[config.mk]
export PLATFORM = sky130hd
export DESIGN_NAME = play_cmd_scheduler
export DESIGN_NICKNAME = d
export VERILOG_FILES = /design/src/rtl/game_pkg.sv /design/src/rtl/cmd_fifo.sv /design/src/rtl/play_cmd_scheduler.sv
export SDC_FILE = /design/constraint.sdc
export NUM_CORES = 1
export LEC_CHECK = 0
export CORE_ASPECT_RATIO = 0.75
export CORE_MARGIN = 1
export CORE_UTILIZATION = 61
export CTS_CLUSTER_DIAMETER = 30
export DETAILED_ROUTE_END_ITERATION = 10
export PLACE_DENSITY = 0.85
export SLEW_MARGIN = 25
export SYNTH_ARGS = -nofsm -noshare
export SYNTH_HDL_FRONTEND = slang
export SYNTH_HIERARCHICAL = 1
export SYNTH_SLANG_ARGS = --single-unit
export TNS_END_PERCENT = 50
[constraint.sdc]
create_clock -name clk -period 5.2 [get_ports clk]
set_clock_uncertainty 0.1 [all_clocks]
set_input_delay 1.3 -clock clk [delete_from_list [all_inputs] [get_ports clk]]
set_output_delay 1.3 -clock clk [all_outputs]
set_load 0.01 [all_outputs]
[src/rtl/game_pkg.sv]
// Shared game encodings: actions, phase, winner and scheduler FSM states.
package game_pkg;

  localparam int unsigned ACT_W = 3;

  typedef enum logic [ACT_W-1:0] {
    ACT_KICK  = 3'd0,
    ACT_PUNCH = 3'd1,
    ACT_LEFT  = 3'd2,
    ACT_RIGHT = 3'd3,
    ACT_WAIT  = 3'd4
  } action_e;

  localparam logic [ACT_W-1:0] ACT_MAX = 3'd4;

  localparam logic PHASE_PLAY = 1'b0;
  localparam logic PHASE_SHOP = 1'b1;

  localparam logic [1:0] WIN_NONE = 2'b00;
  localparam logic [1:0] WIN_P1   = 2'b01;
  localparam logic [1:0] WIN_P2   = 2'b10;

  typedef enum logic [1:0] {
    S_IDLE  = 2'd0,
    S_ARB   = 2'd1,
    S_ISSUE = 2'd2,
    S_GAP   = 2'd3
  } sched_state_e;

  // Codes 5..7 are not actions and must be dropped at the FIFO input.
  function automatic logic act_is_legal(input logic [ACT_W-1:0] a);
    return a <= ACT_MAX;
  endfunction

endpackage

[src/rtl/cmd_fifo.sv]
// Small synchronous FIFO with flush; level is one bit wider than the pointers.
module cmd_fifo #(
  parameter int unsigned WIDTH = 3,
  parameter int unsigned DEPTH = 4
) (
  input  logic                     clk,
  input  logic                     rst,
  input  logic                     push,
  input  logic                     pop,
  input  logic                     flush,
  input  logic [WIDTH-1:0]         din,
  output logic [WIDTH-1:0]         dout,
  output logic [$clog2(DEPTH):0]   level,
  output logic                     full,
  output logic                     empty
);

  localparam int unsigned PTR_W = $clog2(DEPTH);
  localparam int unsigned LVL_W = PTR_W + 1;

  logic [WIDTH-1:0] mem [DEPTH];
  logic [PTR_W-1:0] wr_ptr;
  logic [PTR_W-1:0] rd_ptr;
  logic             do_push;
  logic             do_pop;

  // Flush wins over any same-cycle push or pop.
  assign do_push = push & ~full  & ~flush;
  assign do_pop  = pop  & ~empty & ~flush;

  assign full  = (level == LVL_W'(DEPTH));
  assign empty = (level == '0);
  assign dout  = mem[rd_ptr];

  // Pointers and level; DEPTH is a power of two so pointers wrap naturally.
  always_ff @(posedge clk or posedge rst) begin
    if (rst) begin
      wr_ptr <= '0;
      rd_ptr <= '0;
      level  <= '0;
    end else if (flush) begin
      wr_ptr <= '0;
      rd_ptr <= '0;
      level  <= '0;
    end else begin
      if (do_push) wr_ptr <= wr_ptr + PTR_W'(1);
      if (do_pop)  rd_ptr <= rd_ptr + PTR_W'(1);
      case ({do_push, do_pop})
        2'b10:   level <= level + LVL_W'(1);
        2'b01:   level <= level - LVL_W'(1);
        default: level <= level;
      endcase
    end
  end

  // Storage array; contents are don't-care while empty so no reset needed.
  always_ff @(posedge clk) begin
    if (do_push) mem[wr_ptr] <= din;
  end

endmodule

[src/rtl/play_cmd_scheduler.sv]
// Buffers per-player commands and issues round-robin play strobes to game_top.
module play_cmd_scheduler
  import game_pkg::*;
#(
  parameter int unsigned DEPTH      = 4,
  parameter int unsigned GAP_CYCLES = 1
) (
  input  logic                       clk,
  input  logic                       rst,
  input  logic                       phase,
  input  logic [1:0]                 winner,
  input  logic                       cmd_valid_p1,
  input  logic [ACT_W-1:0]           cmd_action_p1,
  output logic                       cmd_ready_p1,
  input  logic                       cmd_valid_p2,
  input  logic [ACT_W-1:0]           cmd_action_p2,
  output logic                       cmd_ready_p2,
  output logic                       play_valid,
  output logic                       turn,
  output logic [ACT_W-1:0]           play_action,
  output logic                       err_bad_cmd_p1,
  output logic                       err_bad_cmd_p2,
  output logic [$clog2(DEPTH):0]     level_p1,
  output logic [$clog2(DEPTH):0]     level_p2
);

  localparam int unsigned CNT_W = (GAP_CYCLES > 1) ? $clog2(GAP_CYCLES) : 1;

  sched_state_e     state_q, state_d;
  logic [CNT_W-1:0] cnt_q, cnt_d;
  logic             last_turn_q, last_turn_d;
  logic             play_valid_d;
  logic             turn_d;
  logic [ACT_W-1:0] action_d;

  logic             full_p1, empty_p1, full_p2, empty_p2;
  logic [ACT_W-1:0] head_p1, head_p2;
  logic             push_p1, push_p2, pop_p1, pop_p2;
  logic             round_end, flush;
  logic             pref, pref_ne, alt_ne, sel, have_pick;

  // Round ends on SHOP or any winner; only flushes once a round is running.
  assign round_end = (phase == PHASE_SHOP) || (winner != WIN_NONE);
  assign flush     = (state_q != S_IDLE) && round_end;

  assign cmd_ready_p1 = ~full_p1;
  assign cmd_ready_p2 = ~full_p2;

  assign push_p1 = cmd_valid_p1 & ~full_p1 & act_is_legal(cmd_action_p1) & ~flush;
  assign push_p2 = cmd_valid_p2 & ~full_p2 & act_is_legal(cmd_action_p2) & ~flush;

  // Round-robin pick: prefer the player not served last, else repeat.
  assign pref      = ~last_turn_q;
  assign pref_ne   = pref ? ~empty_p2 : ~empty_p1;
  assign alt_ne    = pref ? ~empty_p1 : ~empty_p2;
  assign sel       = pref_ne ? pref : last_turn_q;
  assign have_pick = pref_ne | alt_ne;

  cmd_fifo #(.WIDTH(ACT_W), .DEPTH(DEPTH)) u_fifo_p1 (
    .clk   (clk),
    .rst   (rst),
    .push  (push_p1),
    .pop   (pop_p1),
    .flush (flush),
    .din   (cmd_action_p1),
    .dout  (head_p1),
    .level (level_p1),
    .full  (full_p1),
    .empty (empty_p1)
  );

  cmd_fifo #(.WIDTH(ACT_W), .DEPTH(DEPTH)) u_fifo_p2 (
    .clk   (clk),
    .rst   (rst),
    .push  (push_p2),
    .pop   (pop_p2),
    .flush (flush),
    .din   (cmd_action_p2),
    .dout  (head_p2),
    .level (level_p2),
    .full  (full_p2),
    .empty (empty_p2)
  );

  // Next-state, pop and registered-output targets for the issue FSM.
  always_comb begin
    state_d      = state_q;
    cnt_d        = cnt_q;
    last_turn_d  = last_turn_q;
    play_valid_d = 1'b0;
    turn_d       = turn;
    action_d     = play_action;
    pop_p1       = 1'b0;
    pop_p2       = 1'b0;
    case (state_q)
      S_IDLE: begin
        if (!round_end) state_d = S_ARB;
      end
      S_ARB: begin
        if (flush) begin
          state_d = S_IDLE;
        end else if (have_pick) begin
          pop_p1       = ~sel;
          pop_p2       = sel;
          turn_d       = sel;
          action_d     = sel ? head_p2 : head_p1;
          play_valid_d = 1'b1;
          last_turn_d  = sel;
          state_d      = S_ISSUE;
        end
      end
      S_ISSUE: begin
        if (flush) begin
          state_d = S_IDLE;
        end else begin
          cnt_d   = CNT_W'(GAP_CYCLES - 1);
          state_d = S_GAP;
        end
      end
      S_GAP: begin
        if (flush) begin
          state_d = S_IDLE;
        end else if (cnt_q == '0) begin
          state_d = S_ARB;
        end else begin
          cnt_d = cnt_q - CNT_W'(1);
        end
      end
      default: state_d = S_IDLE;
    endcase
  end

  // State, counter, arbitration history and registered outputs.
  always_ff @(posedge clk or posedge rst) begin
    if (rst) begin
      state_q        <= S_IDLE;
      cnt_q          <= '0;
      last_turn_q    <= 1'b1;
      play_valid     <= 1'b0;
      turn           <= 1'b0;
      play_action    <= '0;
      err_bad_cmd_p1 <= 1'b0;
      err_bad_cmd_p2 <= 1'b0;
    end else begin
      state_q        <= state_d;
      cnt_q          <= cnt_d;
      last_turn_q    <= last_turn_d;
      play_valid     <= play_valid_d;
      turn           <= turn_d;
      play_action    <= action_d;
      err_bad_cmd_p1 <= cmd_valid_p1 & ~act_is_legal(cmd_action_p1);
      err_bad_cmd_p2 <= cmd_valid_p2 & ~act_is_legal(cmd_action_p2);
    end
  end

endmodule

==> run summary, run 1 <==
Status: finished, final reports clean
Row count: 20
Gr ovfl total: 0
Synth Net Count: 247
Vias after detailed routing: 1770
# Post-CTS Setup Buffers: 0
Post-synth ARST share: 0.500
Post_cts resized: 0
Post-synth EDFFs: 24
Placed Area: 2890 um^2
Post-Synthesis Cell Area: 2610 um^2
Pin count of the biggest net entering global routing: 19
Multi-input logic area: 1140 um^2
Synth unique cells: 46
I/O pin count: 28
Core Box Area: 4080 um^2
CTS tree: done
Die height: 58.7 um
DIE AREA: 4550 um^2
# clock sinks: 48
Cells after DPL: 294
Setup crit end kind: flop
Final setup violation count: 0
Drt via density: 5.86
CTS Root Cell: clkbuf_8
Worst IR Drop VDD: 0.241 mV
Initial Util: 0.640
CP startpoint: phase
Worst-margin pin slew: 692 ps
Post-Syn Instances: 224
Data arrival, critical path: 4260 ps
Hold_ws: 429 ps
Top-area cell type share of the netlist area: 0.276
Max FO, Critical Path: 12
Unrepaired setup endpoints after global routing: false
Area delta synth->final: 13.8%
Drt drc: 0
Max-slew violations: 0
Synth Register Bits: 48
Share of cells above drive strength 1: 0.146
Largest cells by area after synthesis: edfxtp_1, dfrtp_1, mux4_2
Worst slew margin: 0.538
Post-DP HPWL: 3640 um
Cts hold-fix bufs: 0
CTS H-tree lvls: 2
Port Buffers: 27
Drt initial violations: 169
Hold path start: turn
Worst flop-to-flop path startpoint: u_fifo_p2/level[0]
Fillers: 275
Die Wd: 77.6 um
CTS Buf Count: 5
Final instance area: 2970 um^2
Synth warn: 6
Fin crit share: 0.800
Setup crit start kind: input pin
Reg area: 1320 um^2
GPL Wtd Cong: 0.807
Worst Hold Class: reg2reg
Hold Violations, Final: 0
Worst skew pair latency: 300 ps
P per Cell Area: 422 nW/um^2
Nets@finish: 269
Final cell count without fillers: 302
Yosys top cell by area: edfxtp_1
Total GRT Usage: 0.238
Static leakage: 1.15 nW
Critical Setup Path Class: in2reg
WL/cell: 16.4 um
Fin crit period: 4160 ps
DRT Pass-1 Iters: 4
Sequential-to-total area share from yosys stat: 0.506
Vias in the first global route: 1625
Max Cap Viol: 0
Most used flip-flop cell after synthesis: edfxtp_1
WL final: 4950 um
Most common cell in the synthesized netlist: edfxtp_1
Clk buf depth: 2
Clock slew at reported path FFs: 80 ps
Avg Cell Area, Syn: 11.7 um^2
Data required, critical path: 5300 ps
Synth cell count leaders: edfxtp_1, dfrtp_1, inv_1
Setup TNS: 0 ps
ANT nets after route: 0
Initial antenna violation count: 0
First-pass GRT wire length: 8090 um
Antenna cells: 0
Max Clk Rate: 240 MHz
## state kept, by name, indices dropped and copies added, names as in the netlist
signal            cells
err_bad_cmd_p1        1
err_bad_cmd_p2        1
last_turn_q           1
play_action           3
play_valid            1
state_q               2
turn                  1
u_fifo_p1/level       3
u_fifo_p1/mem        12
u_fifo_p1/rd_ptr      2
u_fifo_p1/wr_ptr      2
u_fifo_p2/level       3
u_fifo_p2/mem        12
u_fifo_p2/rd_ptr      2
u_fifo_p2/wr_ptr      2
## through the flow
stage                     setup slack, ps  power (mW)   util
after floorplan                      1590       0.891      -
after global placement                925        1.03  0.710
after detailed placement              793        1.05  0.710
after CTS                            1090        1.26  0.729
after global routing                  937        1.34  0.729
final                                1040        1.26  0.729
## area by class of cell
class,instances,area share
inverter,19,0.0257
sequential,48,0.445
timing repair buffer,29,0.0959
tap,55,0.0231
multi-input combinational,143,0.384
clock inverter,2,0.00252
clock buffer,6,0.0244
## layer usage
metal	vias up	global-route usage	routed length [um]
met2	54	0.339	2180
li1	857	-	-
met3	4	0.0636	255
met5	-	0	0
met1	855	0.366	2480
met4	0	0.0566	36
## cell usage in the layout, fill, tap and decap left out, types with 7 or more instances in the layout
master           count
clkdlybuf4s50_1     27
edfxtp_1            24
dfrtp_1             23
inv_1               16
a21oi_1             13
nor2_1              11
o21ai_0             11
and2_1               9
ha_1                 8
nand3_1              7
## report_power, final
group	switching [mW]	leakage, nW	internal, mW
logic	0.226	0.583	0.232
registers	0.112	0.530	0.476
clock network	0.117	0.0403	0.0918
## worst max-delay path: stages
cell,delay (ps)
clkdlybuf4s50_1,460
or3_4,430
o21ai_2,90
and4_1,490
o21ai_1,180
nor3b_1,190
fa_1,460
nor3b_1,220
a311oi_1,90
a2111oi_2,340
## final timing paths
check	slack (ps)	cells past startpoint	end
max	1040	10	u_fifo_p2/level[2]
min reg2reg	430	1	turn
max in group asynchronous	3460	2	last_turn_q
max reg2reg	1940	11	u_fifo_p1/level[1]
min in group asynchronous	1190	2	u_fifo_p1/level[2]
min	430	1	turn
## kinds of logic after synthesis
logic type,synth area share
simple gates,0.158
compound gates,0.142
flops,0.506
buf+inv,0.0570
fa+ha+maj,0.0536
mux,0.0632
xor+xnor,0.0201
Power figures use the tool's default switching activity.
==> inputs of run 2 (changes only) <==
CORE_UTILIZATION = 56   (was 61)
PLACE_DENSITY = 0.79   (was 0.85)
clock period = 4.3 ns   (was 5.2 ns; I/O delays follow)
==> run summary, run 2 (synthesized netlist as in run 1, its figures left out) <==
Hold path depth: 1
Int Power: 0.970 mW
Data arrival, critical path: 3690 ps
Port Buffers: 27
Static leakage: 1.17 nW
I/O pin count: 28
Clock power share: 0.169
WL final: 5100 um
R2R Setup Slk: 1240 ps
Pin count of the biggest net entering global routing: 16
Hold path start: turn
Unrepaired setup endpoints after global routing: false
# clock sinks: 48
# Post-CTS Setup Buffers: 0
Crit-path slowest cell: clkdlybuf4s50_1
Vias in the first global route: 1659
Worst skew pair latency: 300 ps
Largest stage delay on the critical path: 460 ps
Final setup violation count: 0
Final WS setup: 701 ps
Worst-margin pin slew: 454 ps
Reg2Reg Capture Point: u_fifo_p1/level[1]
Fin crit period: 3600 ps
Critical Setup Path Class: in2reg
CTS Root Cell: clkbuf_8
Max FO, Critical Path: 4
Area delta synth->final: 14.9%
Commonest non-fill, non-tap cell in the layout: clkdlybuf4s50_1
First-pass GRT wire length: 8210 um
Sw Ratio: 0.364
Reg power frac: 0.467
Setup crit end kind: flop
Initial antenna violation count: 0
CTS Buf Count: 5
Setup crit start kind: input pin
Worst IR Drop VDD: 0.296 mV
Pre-CTS setup slack: 410 ps
Top Registers: u_fifo_p1/mem x12, u_fifo_p2/mem x12
Max Cap Viol: 0
Total GRT Usage: 0.230
Hold Violations, Final: 0
DRT Pass-1 Iters: 5
Psw: 0.556 mW
Most frequent CP cell: nor3b_1
Cts hold-fix bufs: 0
Die Wd: 80.9 um
Most frequent cells in the layout: clkdlybuf4s50_1, edfxtp_1, dfrtp_1
Nets@finish: 272
P per Cell Area: 508 nW/um^2
WL/cell: 16.6 um
Post-DP HPWL: 3690 um
CP Cell Sequence: clkdlybuf4s50_1, or3_4, o21ai_2, and4_1, o21ai_1, nor3b_1, fa_1, nor3b_1, a311oi_1, a2111oi_2
CTS tree: done
Drt drc: 0
Clk buf depth: 2
Row count: 21
Vias after detailed routing: 1821
Worst slew margin: 0.697
Hold Path Sink: turn
Core Box Area: 4470 um^2
Die height: 61.2 um
Max-slew violations: 0
Setup TNS: 0 ps
GPL Wtd Cong: 0.860
Gr ovfl total: 0
Drt initial violations: 169
Share of cells above drive strength 1: 0.164
Worst-case reg-to-reg path depth: 10
Clock slew at reported path FFs: 90 ps
Fin crit share: 0.837
Status: finished, final reports clean
ANT nets after route: 0
Comb power frac: 0.364
Total Power: 1.53 mW
Max Clk Rate: 278 MHz
Data required, critical path: 4390 ps
Initial Util: 0.585
Post_cts resized: 0
CTS H-tree lvls: 2
Worst flop-to-flop path startpoint: u_fifo_p2/level[0]
CP startpoint: phase
Drt via density: 5.93
Antenna cells: 0
DIE AREA: 4950 um^2
Worst Hold Class: reg2reg
==> run 2: cell count changes in the layout (fill, tap and decap cells not counted) <==
cell / change
buf_4: +3
clkbuf_1: -1
clkinv_1: -1
clkinv_2: +2
==> run 2: routing by layer <==
layer  share of wire  wire, um  GRT usage
met5               0         0          0
met4          0.0078        40     0.0663
met3           0.059       303     0.0563
met2            0.44      2230      0.322
met1            0.49      2520      0.353
==> run 2: how the worst max path moves through the flow <==
stage	slack, ps	end
after CTS	720	u_fifo_p1/level[2]
after detailed placement	410	u_fifo_p1/level[2]
final	700	u_fifo_p1/level[2]
after global routing	560	u_fifo_p1/level[2]
after global placement	470	u_fifo_p1/level[1]
after floorplan	910	u_fifo_p2/level[1]
==> run 2: worst max-delay path: cells and delay by family <==
family / cells / cell delay [ps]
AND/OR/NAND/NOR: 4 / 1050
AO/OA/AOI/OAI: 4 / 670
buffers and inverters: 1 / 460
adder cells (fa/ha/maj): 1 / 440
==> run 2: through the flow <==
| stage | instances | utilization | hold WS [ps] | cell area, um^2 |
|---|---|---|---|---|
| after CTS | 307 | 0.672 | 440 | 3000 |
| after floorplan | 224 | - | 452 | 2610 |
| after detailed placement | 299 | 0.654 | 414 | 2920 |
| after global placement | 299 | 0.654 | 402 | 2920 |
| after global routing | 307 | 0.672 | 468 | 3000 |
| final | 307 | 0.672 | 445 | 3000 |
==> run 2: power by group through the flow <==
stage               sequential [mW]  clock [mW]  combinational (mW)
finish                        0.712       0.259               0.555
global route                  0.729       0.288               0.618
CTS                           0.711       0.268               0.554
detailed placement            0.720           0               0.551
global placement              0.717           0               0.539
floorplan                     0.664           0               0.413
==> run 2: layout make-up <==
| class | instances | area [um^2] |
|---|---|---|
| Tap cell | 57 | 71.3 |
| Multi-Input combinational cell | 143 | 1140 |
| Sequential cell | 48 | 1320 |
| Clock buffer | 5 | 68.8 |
| Inverter | 19 | 76.3 |
| Fill cell | 357 | 1470 |
| Timing Repair Buffer | 32 | 308 |
| Clock inverter | 3 | 13.8 |
==> RTL change (config.mk and constraints of run 2) <==
Encoding of `sched_state_e`: now Gray code (2 bits for 4 states).
--- a/src/rtl/game_pkg.sv
+++ b/src/rtl/game_pkg.sv
@@ -21,10 +21,10 @@
   localparam logic [1:0] WIN_P2   = 2'b10;
 
   typedef enum logic [1:0] {
-    S_IDLE  = 2'd0,
-    S_ARB   = 2'd1,
-    S_ISSUE = 2'd2,
-    S_GAP   = 2'd3
+    S_IDLE  = 2'b00,
+    S_ARB   = 2'b01,
+    S_ISSUE = 2'b11,
+    S_GAP   = 2'b10
   } sched_state_e;
 
   // Codes 5..7 are not actions and must be dropped at the FIFO input.
Check against the original RTL: no difference found for any inputs over 10 cycles, from zero or initial values and one cycle with rst high; not proved beyond that.
==> RTL change against run 2 <==
- wire length fell by 3.4%
- sequential share of layout area fell by 0.15 points
- global-route usage fell by 0.78 points
- sequential cell count did not move
- non-clock buffer count did not move
- worst hold slack got worse by 0.045 ns
- design area rose by 0.33%
- area after synthesis fell by 0.72%
- combinational power rose by 3%
- total power rose by 5.5%
- setup slack got worse by 0.18 ns
- highest routed layer unchanged
==> RTL change: results <==
[outcome]
outcome = completed

[placement]
gp_congestion = 0.809
hpwl_mm = 3.64
dp.cells = 297
dp_slack_ns = 0.234

[drt]
drt_pre_antenna_iters = 4
routed_wl_mm = 4.93
drt_iter0_markers = 160
wl_met3_um = 170
wl_met1_mm = 2.52
routed_via_density = 5.78

[finish]
final_nets = 270
stdcell_count = 305

[power]
max-vdd-ir-drop_mv = 0.273
p_leak_nw = 1.17

[setup_path]
slowest_stage = fa_1
worstPathMaxFanout = 11
slowest_delay_ns = 0.48
cp.arrival_ns = 3.86

[global_routing]
met3_usage_pct = 4.51
first_global_vias = 1575
grt_pass1_wl_mm = 7.84
grt_use_met2_pct = 31.4

[logic_synthesis]
synth_top_cells_by_count = edfxtp_1, dfrtp_1, a21oi_1, inv_1, o21ai_0
synth_area_leaders = edfxtp_1, dfrtp_1, mux4_2, ha_1, a21oi_1
synthCells = 222
synthesis.nets = 245
yosysSeqAreaShare_pct = 51.0
synthDistinctLibCells = 44

[sta]
worst_pin_slew_ns = 0.475
[RTL change: power breakdown]
part	total (mW)	switching, mW	internal [mW]
combinational	0.572	0.281	0.291
clock	0.321	0.149	0.172
sequential	0.717	0.139	0.577
total	1.61	0.570	1.04
[RTL change: worst register-to-register path, stage by stage, from the launching register on]
cell and delay (ns):
dfrtp_1 0.65, nor3_1 0.17, a21oi_1 0.41, nand2_4 0.11, a21oi_1 0.19, o31ai_1 0.14
nor3b_1 0.28, fa_1 0.48, or2_2 0.30, a21oi_1 0.17, a2111oi_2 0.07
[RTL change: cell families after synthesis]
group,Yosys count,share of synthesized area (%)
and+or+nand+nor,61,15.1
AOI/OAI and AO/OA,56,14.3
xor gates and xnor gates,6,2.03
muxes,8,6.37
adders and majority gates,10,5.40
buffers and inverters,33,5.84
DFF,48,51.0
[RTL change: stage by stage]
stage          instance area, µm²  hold WS [ns]  power (mW)
6_report                     3010         0.400        1.61
5_1_grt                      3010         0.412        1.72
4_1_cts                      3010         0.399        1.62
3_5_place_dp                 2900         0.378        1.29
3_3_place_gp                 2900         0.372        1.28
2_1_floorplan                2590         0.344        1.10
[RTL change: final timing paths]
path	from	endpoint	slack, ns
max	phase	u_fifo_p2/level[1]	0.52
min	state_q[0]	state_q[0]	0.40
max reg2reg	u_fifo_p1/level[1]	u_fifo_p2/level[1]	1.11
min reg2reg	state_q[0]	state_q[0]	0.40
max in group asynchronous	rst	last_turn_q	2.76
min in group asynchronous	rst	u_fifo_p1/level[2]	0.99
[RTL change: final cells by class]
cell class / count / share of cell area (%)
Tap cell: 57 / 2.37
Inverter: 19 / 2.62
Multi-Input combinational cell: 141 / 37.2
Timing Repair Buffer: 32 / 10.2
Clock inverter: 3 / 1.41
Clock buffer: 5 / 2.29
Sequential cell: 48 / 43.9
